File: src/rtl/ro_meas_ctrl.sv
// Ring-oscillator measurement sequencer: enables one oscillator, waits a settle time,
// counts synchronized rising edges over a programmable window, then holds the result for the host.
module ro_meas_ctrl #(
  parameter int N_OSC         = 4,
  parameter int SEL_W         = 2,
  parameter int WIN_W         = 16,
  parameter int CNT_W         = 16,
  parameter int SETTLE_CYCLES = 8
) (
  input  logic             ck,
  input  logic             rst,
  input  logic             start,
  input  logic [SEL_W-1:0] sel,
  input  logic [WIN_W-1:0] win_len,
  input  logic             ack,
  input  logic [N_OSC-1:0] ro_i,
  output logic [N_OSC-1:0] ro_en,
  output logic             busy,
  output logic             valid,
  output logic [CNT_W-1:0] count,
  output logic             sat,
  output logic             err
);

  localparam int SW = (SETTLE_CYCLES > 1) ? $clog2(SETTLE_CYCLES) : 1;
  localparam int TW = (WIN_W > SW) ? WIN_W : SW;
  localparam logic [SEL_W:0] N_OSC_V = (SEL_W+1)'(N_OSC);

  typedef enum logic [1:0] {IDLE, SETTLE, MEASURE, HOLD} state_t;

  state_t           state_q, state_d;
  logic [TW-1:0]    tmr_q, tmr_d;
  logic [SEL_W-1:0] sel_q;
  logic [WIN_W-1:0] win_q;
  logic [CNT_W-1:0] count_q;
  logic             sat_q, err_q;
  logic             sync1, sync2, hist;
  logic             accept, bad_sel, tmr_tc, rise, ro_mux;
  logic [N_OSC-1:0] sel_oh;

  assign bad_sel = ({1'b0, sel} >= N_OSC_V);
  assign tmr_tc  = (tmr_q == '0);
  assign rise    = sync2 & ~hist;

  always_ff @(posedge ck or posedge rst) begin
    if (rst) state_q <= IDLE;
    else     state_q <= state_d;
  end

  // Single down-counter times both the settle phase and the measurement window.
  always_comb begin
    state_d = state_q;
    tmr_d   = tmr_q;
    accept  = 1'b0;
    case (state_q)
      IDLE: begin
        if (start) begin
          accept = 1'b1;
          if (bad_sel) begin
            state_d = HOLD;
          end else begin
            state_d = SETTLE;
            tmr_d   = TW'(SETTLE_CYCLES - 1);
          end
        end
      end
      SETTLE: begin
        if (tmr_tc) begin
          if (win_q == '0) begin
            state_d = HOLD;
          end else begin
            state_d = MEASURE;
            tmr_d   = TW'(win_q) - TW'(1);
          end
        end else begin
          tmr_d = tmr_q - TW'(1);
        end
      end
      MEASURE: begin
        if (tmr_tc) state_d = HOLD;
        else        tmr_d   = tmr_q - TW'(1);
      end
      HOLD: begin
        if (ack) state_d = IDLE;
      end
      default: state_d = IDLE;
    endcase
  end

  always_comb begin
    sel_oh = '0;
    for (int i = 0; i < N_OSC; i++) sel_oh[i] = (sel_q == SEL_W'(i));
  end

  // Decoded from the state register so reset drops the enables without a clock edge.
  assign ro_en  = (state_q == SETTLE || state_q == MEASURE) ? sel_oh : '0;
  assign ro_mux = |(ro_i & sel_oh);

  always_ff @(posedge ck or posedge rst) begin
    if (rst) begin
      tmr_q   <= '0;
      sel_q   <= '0;
      win_q   <= '0;
      count_q <= '0;
      sat_q   <= 1'b0;
      err_q   <= 1'b0;
      sync1   <= 1'b0;
      sync2   <= 1'b0;
      hist    <= 1'b0;
    end else begin
      tmr_q <= tmr_d;
      sync1 <= ro_mux;
      sync2 <= sync1;
      hist  <= sync2;
      if (accept) begin
        sel_q   <= sel;
        win_q   <= win_len;
        count_q <= '0;
        sat_q   <= 1'b0;
        err_q   <= bad_sel;
      end else if (state_q == MEASURE && rise) begin
        if (count_q == '1) sat_q <= 1'b1;
        else               count_q <= count_q + CNT_W'(1);
      end
    end
  end

  assign busy  = (state_q != IDLE);
  assign valid = (state_q == HOLD);
  assign count = count_q;
  assign sat   = sat_q;
  assign err   = err_q;

endmodule

File: config.mk
export PLATFORM = sky130hd
export DESIGN_NAME = ro_meas_ctrl
export DESIGN_NICKNAME = d
export VERILOG_FILES = /design/src/rtl/ro_meas_ctrl.sv
export SDC_FILE = /design/constraint.sdc
export NUM_CORES = 1
export LEC_CHECK = 0
export CELL_PAD_IN_SITES_DETAIL_PLACEMENT = 2
export CELL_PAD_IN_SITES_GLOBAL_PLACEMENT = 2
export CORE_ASPECT_RATIO = 2
export CORE_UTILIZATION = 30
export CTS_CLUSTER_DIAMETER = 80
export DETAILED_ROUTE_END_ITERATION = 10
export GPL_TIMING_DRIVEN = 0
export PLACE_DENSITY = 0.82
export SLEW_MARGIN = 20
export SYNTH_ARGS = -nofsm -noshare
export SYNTH_HDL_FRONTEND = slang
export SYNTH_SLANG_ARGS = --single-unit
File: constraint.sdc
create_clock -name ck -period 3.8 [get_ports ck]
set_input_delay 0.76 -clock ck [delete_from_list [all_inputs] [get_ports ck]]
set_output_delay 0.76 -clock ck [all_outputs]
set_load 0.03 [all_outputs]
## Word level (Yosys, flattened, before mapping)

Cells that the tools add are included.
Widths: inputs -> output; s select.

| word-level totals | value |
|---|---|
| register bits after elaboration | 56 |
| output and inout bits | 24 |
| bits in writable memories | 0 |
| word-level logic and storage cells | 64 |
| memories | 0 |
| bits in read-only memories | 0 |
| bits in latches | 0 |
| bits of input ports | 26 |

| cells by class | value |
|---|---|
| div/mod/pow operators | 0 |
| muxes and demuxes | 20 |
| reductions and logical operators | 15 |
| shift-type cells | 0 |
| magnitude comparators | 0 |
| bitwise logic cells | 3 |
| $mul | 0 |
| $add $sub $neg | 3 |
| eq/ne operators | 14 |

Operator list:

| operator | count |
|---|---|
| $mux 16 | 7 |
| $pmux 16 s3 | 1 |
| $logic_not 16->1 | 2 |
| $sub 16x1->16 const B | 2 |
| $add 16x1->16 const B | 1 |
| $eq 16x16->1 const B | 1 |
| $ne 2x2->1 const B | 6 |
| $eq 2x2->1 const B | 4 |
| $mux 2 | 4 |
| $pmux 2 s4 | 1 |
| $reduce_and 4->1 | 2 |
| $mux 1 | 6 |
| $reduce_bool 2->1 | 3 |
| $and 4x4->4 | 1 |
| $eq 2x1->1 const B | 2 |
| $logic_not 2->1 | 2 |
| $mux 4 | 1 |
| $reduce_and 2->1 | 2 |
| $reduce_or 4->1 | 1 |
| $ne 3x3->1 const B | 1 |
| $reduce_bool 3->1 | 1 |
| $and 1x1->1 | 1 |
| $logic_and 1x1->1 | 1 |
| $logic_or 1x1->1 | 1 |
| $not 1->1 | 1 |

## Depth between registers and ports, before layout

| depth | value |
|---|---|
| depth in word-level cells | 5 |
| mapped depth | 10 |
| gate-level depth less buffers | 8 |

## Worst setup path after synthesis

No wires, ideal clock.

| timing path | value |
|---|---|
| path type | reg2reg |
| from | register win_q[0] |
| to | register tmr_q[8] |
| path slack | 1548 ps |
| data arrival time | 2126 ps |
| library setup time | 126 ps |
| data required time | 3674 ps |
| stages on the path, launching flop included | 11 |
| clock period less this slack | 2252 ps |
| buffers on the path | 2 |
| cell sequence | dfrtp_1 -> inv_1 -> ha_1 -> or3b_1 -> buf_6 -> nor4_4 -> nand4b_2 -> o21a_2 -> nand2_4 -> buf_12 -> o22ai_2 |

| between the ends | value |
|---|---|
| cells in the longest elaborated chain, start to end | 4 |
| elaborated cells on any way between the ends | 7 |
| those cells by class | add/sub: 1; eq/ne: 1; mux: 3; reduce/logical: 2 |

Ends and longest elaborated chain:

| element | RTL line | text |
|---|---|---|
| start: declaration | 34 | `logic [WIN_W-1:0] win_q;` |
| start signal: assignment | 117 | `win_q <= win_len;` |
| $sub 16x1->16 | 73 | `tmr_d = TW'(win_q) - TW'(1);` |
| $mux 16 | 69 | `if (win_q == '0) begin` |
| $mux 16 | 68 | `if (tmr_tc) begin` |
| $pmux 16 s3 | 55 | `case (state_q)` |
| end signal: assignment | 111 | `tmr_q <= tmr_d;` |
| end: declaration | 32 | `logic [TW-1:0] tmr_q, tmr_d;` |

Parallel ways exist; a longest one is shown, timed or not. The select of a mux whose other input is x is not followed.
A chain may end at the register's enable or synchronous reset.

## Worst setup path in the final report

| timing path | value |
|---|---|
| from | register state_q[0] |
| to | output ro_en[3] |

| between the ends | value |
|---|---|
| cells in the longest elaborated chain, start to end | 3 |
| elaborated cells on any way between the ends | 4 |
| those cells by class | eq/ne: 2; mux: 1; reduce/logical: 1 |

Ends and longest elaborated chain:

| element | RTL line | text |
|---|---|---|
| start: declaration | 31 | `state_t state_q, state_d;` |
| start signal: assignment | 47 | `else state_q <= state_d;` |
| $eq 2x1->1 / $eq 2x2->1 (equally long branches) | 96 | `assign ro_en = (state_q == SETTLE \|\| state_q == MEASURE) ? sel_oh : '0;` |
| $logic_or 1x1->1 (*) | 96 |  |
| $mux 4 (*) | 96 |  |
| end: declaration | 17 | `output logic [N_OSC-1:0] ro_en,` |

Every way passes the cells marked *; elsewhere a longest branch is shown, timed or not.

==> flow_summary.yaml <==
run_status:
  outcome: "finished, final reports clean"
pwr:
  seqPwrFrac_pct: 52.3
  power_frac_comb_pct: 3.9
  peakVddDrop_uv: 175
  internal-power_uw: 874
  pwr-share-clk_pct: 43.7
  powerDensity_nw_per_um2: 272
  p_leak_nw: 1.71
  switchingPower_uw: 269
  netSwitchingFraction_pct: 23.5
cells_and_area:
  final_nets: 445
  drive_above_1_share_pct: 13.6
  nFillCells: 1202
  diodes: 0
  areaGrowthSynthToFinish_pct: 24.6
logic_synthesis:
  yosysMostFrequentCell: "dfrtp_1"
  syn_avg_cell_area_um2: 9.50
  ys_top_cells_by_area: "dfrtp_1 42%, mux2_2 5.7%, nor2_1 4.9%"
  async_reset_ff_share_pct: 100
  synth.largest_area_cell: "dfrtp_1"
  synth_edf_count: 0
  synthFlopType: "dfrtp_1"
  synth_common_cells: "56 x dfrtp_1, 44 x nor2_1, 28 x nand2_1"
  syn_area_um2: 3360
  ys_ff_latch: 56
  yosysUniqueCellTypes: 58
  ys_warn_count: 0
  synth_top_cell_area_share_pct: 41.7
  syn_nets: 389
  syn_inst: 354
  yosysSeqAreaShare_pct: 41.7
setup_path:
  path_class: "flip-flop to output port"
  cp_data_arrival_time_ns: 2.32
  crit_path_end_kind: "output port"
  slowest_delay_ns: 0.67
  critPathTopFamily: "buffers and inverters"
  reg2reg_depth: 8
  worst-path-buf-inv: 3
  r2r-end: "tmr_q[7]"
  crit_required_ns: 3.04
  path_cells: "inv_1, ha_1, buf_2, and3_1, clkdlybuf4s50_1"
  rrSetupSlack_ns: 0.87
  worstSetupStartpointType: "flip-flop"
  crit_path_top_delay_cell: "clkdlybuf4s50_1"
  r2r-start: "tmr_q[1]"
  cp_max_fo: 10
clock_network:
  clkSlewWorstSetupHoldPaths_ns: 0.08
  clk_latency_ns: 0.31
  root_buffer: "clkbuf_16"
  htreeDepth: 2
  postCtsHoldBufs: 0
  post_cts_buffers: 0
  cts_buffers: 5
  cts_tree: "built"
  cts_resized: 0
  cts_max_path_buffers: 2
  numClockSinks: 56
global_routing:
  grt_pass1_wl_um: 18600
  grt_use_total_pct: 21.1
  grt-ovfl-total: 0
  grt_pass1_vias: 3473
  grt_max_degree: 35
  grt_antenna_before_repair: 0
run:
  cap_violations: 0
route:
  final_antenna_net_count: 0
  via_per_inst: 5.43
  first_iter_violations: 69
  dr.pass1.iters: 4
  drc: 0
  wirelength_um: 11200
  routedWlPerCell_um: 20.4
  vias: 2991
timing:
  slew_headroom_pct: 26.0
  fin_crit_ns: 3.08
  slew_viol_final: 0
  fmax_ghz: 0.325
  tightestPinTransition_ns: 1.10
  final.setup_skew_ns: 0.00876
  setup_viol: 0
  tns_ns: 0
  setup_slack_ns: 0.724
  hold_viol_final: 0
  finalCritPeriodShare_pct: 80.9
  rsz0062_at_grt: "false"
die:
  core_um2: 10900
  dieArea_um2: 11700
  row_count: 54
  die_w_um: 76.9
  io_pins: 50
  initial_utilization_pct: 30.9
  die_h_um: 152
hold_path:
  hold_depth: 0
  hold_end: "sync2"
  hp-start: "sync1"
  worstHoldPathType: "flip-flop to flip-flop"
placement:
  place_congestion: 0.914
  port_buffers: 48
  dp_hpwl_um: 8940
  dpl_worst_slack_ns: 0.783
[sequential cells by signal (all words and copies together) (netlist names)]
register and flops:
sat 1, sync2 1, win_q 16, count 16
hist 1, tmr_q 16, state_q 2, sync1 1
sel_q 2
[cells in the final DEF (no fill, tap or decap), types with 2 or more instances in the layout]
| master | n |
|---|---|
| a21oi_1 | 19 |
| a22oi_1 | 3 |
| and2_1 | 3 |
| and3_1 | 3 |
| buf_12 | 2 |
| buf_2 | 4 |
| buf_6 | 2 |
| clkbuf_1 | 4 |
| clkbuf_16 | 5 |
| clkdlybuf4s50_1 | 48 |
| dfrtp_1 | 56 |
| ha_1 | 9 |
| inv_1 | 12 |
| inv_6 | 2 |
| mux2_2 | 17 |
| mux2i_1 | 2 |
| nand2_1 | 28 |
| nand2b_1 | 3 |
| nand3_1 | 7 |
| nand3b_1 | 2 |
| nand4_1 | 8 |
| nor2_1 | 44 |
| nor2b_1 | 3 |
| nor3_1 | 15 |
| nor3b_1 | 3 |
| nor4_1 | 6 |
| nor4b_1 | 5 |
| o21ai_0 | 20 |
| o21ai_2 | 10 |
| o221ai_1 | 2 |
| o31ai_1 | 3 |
| or3_1 | 3 |
| or4_1 | 2 |
| xnor2_1 | 13 |
| xor2_1 | 15 |
[routing by layer]
layer  global-route usage [%]  vias to the layer above  share of wire (%)
li1                         -                     1365                  -
met1                     17.8                     1524                 31
met2                     44.4                       69                 61
met3                     2.34                       33                1.9
met4                     14.1                        0                5.9
met5                        0                        -                  0
[worst max-delay path by stage]
stage               start         to  cells past startpoint
3_5_place_dp        start  count[13]                      6
4_1_cts        state_q[0]   ro_en[3]                      5
6_report       state_q[0]   ro_en[3]                      5
3_3_place_gp          rst   tmr_q[6]                      2
2_1_floorplan    win_q[0]   tmr_q[8]                     10
5_1_grt        state_q[1]   ro_en[2]                      6
[logic make-up after synthesis]
logic type	synth area share [%]
other	0.111
multiplexers	6.95
flip-flops	41.7
AO/OA/AOI/OAI	13.4
XOR/XNOR	7.29
AND/OR/NAND/NOR	22.8
adder cells (fa/ha/maj)	3.35
buffers and inverters	4.50
[power groups by stage]
stage | Clock [mW] | Sequential (mW) | Combinational [mW]
after detailed placement | 0 | 0.610 | 0.0461
after floorplan | 0 | 0.609 | 0.0121
final | 0.500 | 0.598 | 0.0447
after global placement | 0 | 0.610 | 0.0419
after global routing | 0.525 | 0.598 | 0.0493
after CTS | 0.509 | 0.598 | 0.0463
[layout make-up]
| type | count | area (um^2) | share of cell area (%) |
|---|---|---|---|
| Clock buffer | 5 | 125 | 2.98 |
| Clock inverter | 3 | 25.0 | 0.597 |
| Sequential cell | 56 | 1400 | 33.4 |
| Inverter | 13 | 51.3 | 1.22 |
| Buffer | 14 | 103 | 2.45 |
| Tap cell | 140 | 175 | 4.18 |
| Timing Repair Buffer | 49 | 500 | 11.9 |
| Multi-Input combinational cell | 271 | 1810 | 43.2 |
[worst reg2reg max path: stages (launching register included)]
cell,delay (ns)
dfrtp_1,0.41
inv_1,0.13
ha_1,0.18
nor4b_1,0.46
nand2_1,0.15
nor3_1,0.54
mux2_2,0.42
a22oi_1,0.44
o21ai_2,0.08
[per-stage QoR]
stage | cell area [um^2] | total power, mW | instances | utilization (%) | hold WS [ns]
floorplan | 3360 | 0.621 | 354 | - | 0.331
global placement | 4020 | 0.652 | 542 | 37.0 | 0.387
detailed placement | 4040 | 0.656 | 543 | 37.2 | 0.400
CTS | 4190 | 1.15 | 551 | 38.5 | 0.410
global route | 4190 | 1.17 | 551 | 38.5 | 0.417
finish | 4190 | 1.14 | 551 | 38.5 | 0.397
(Power assumes the default switching activity.)
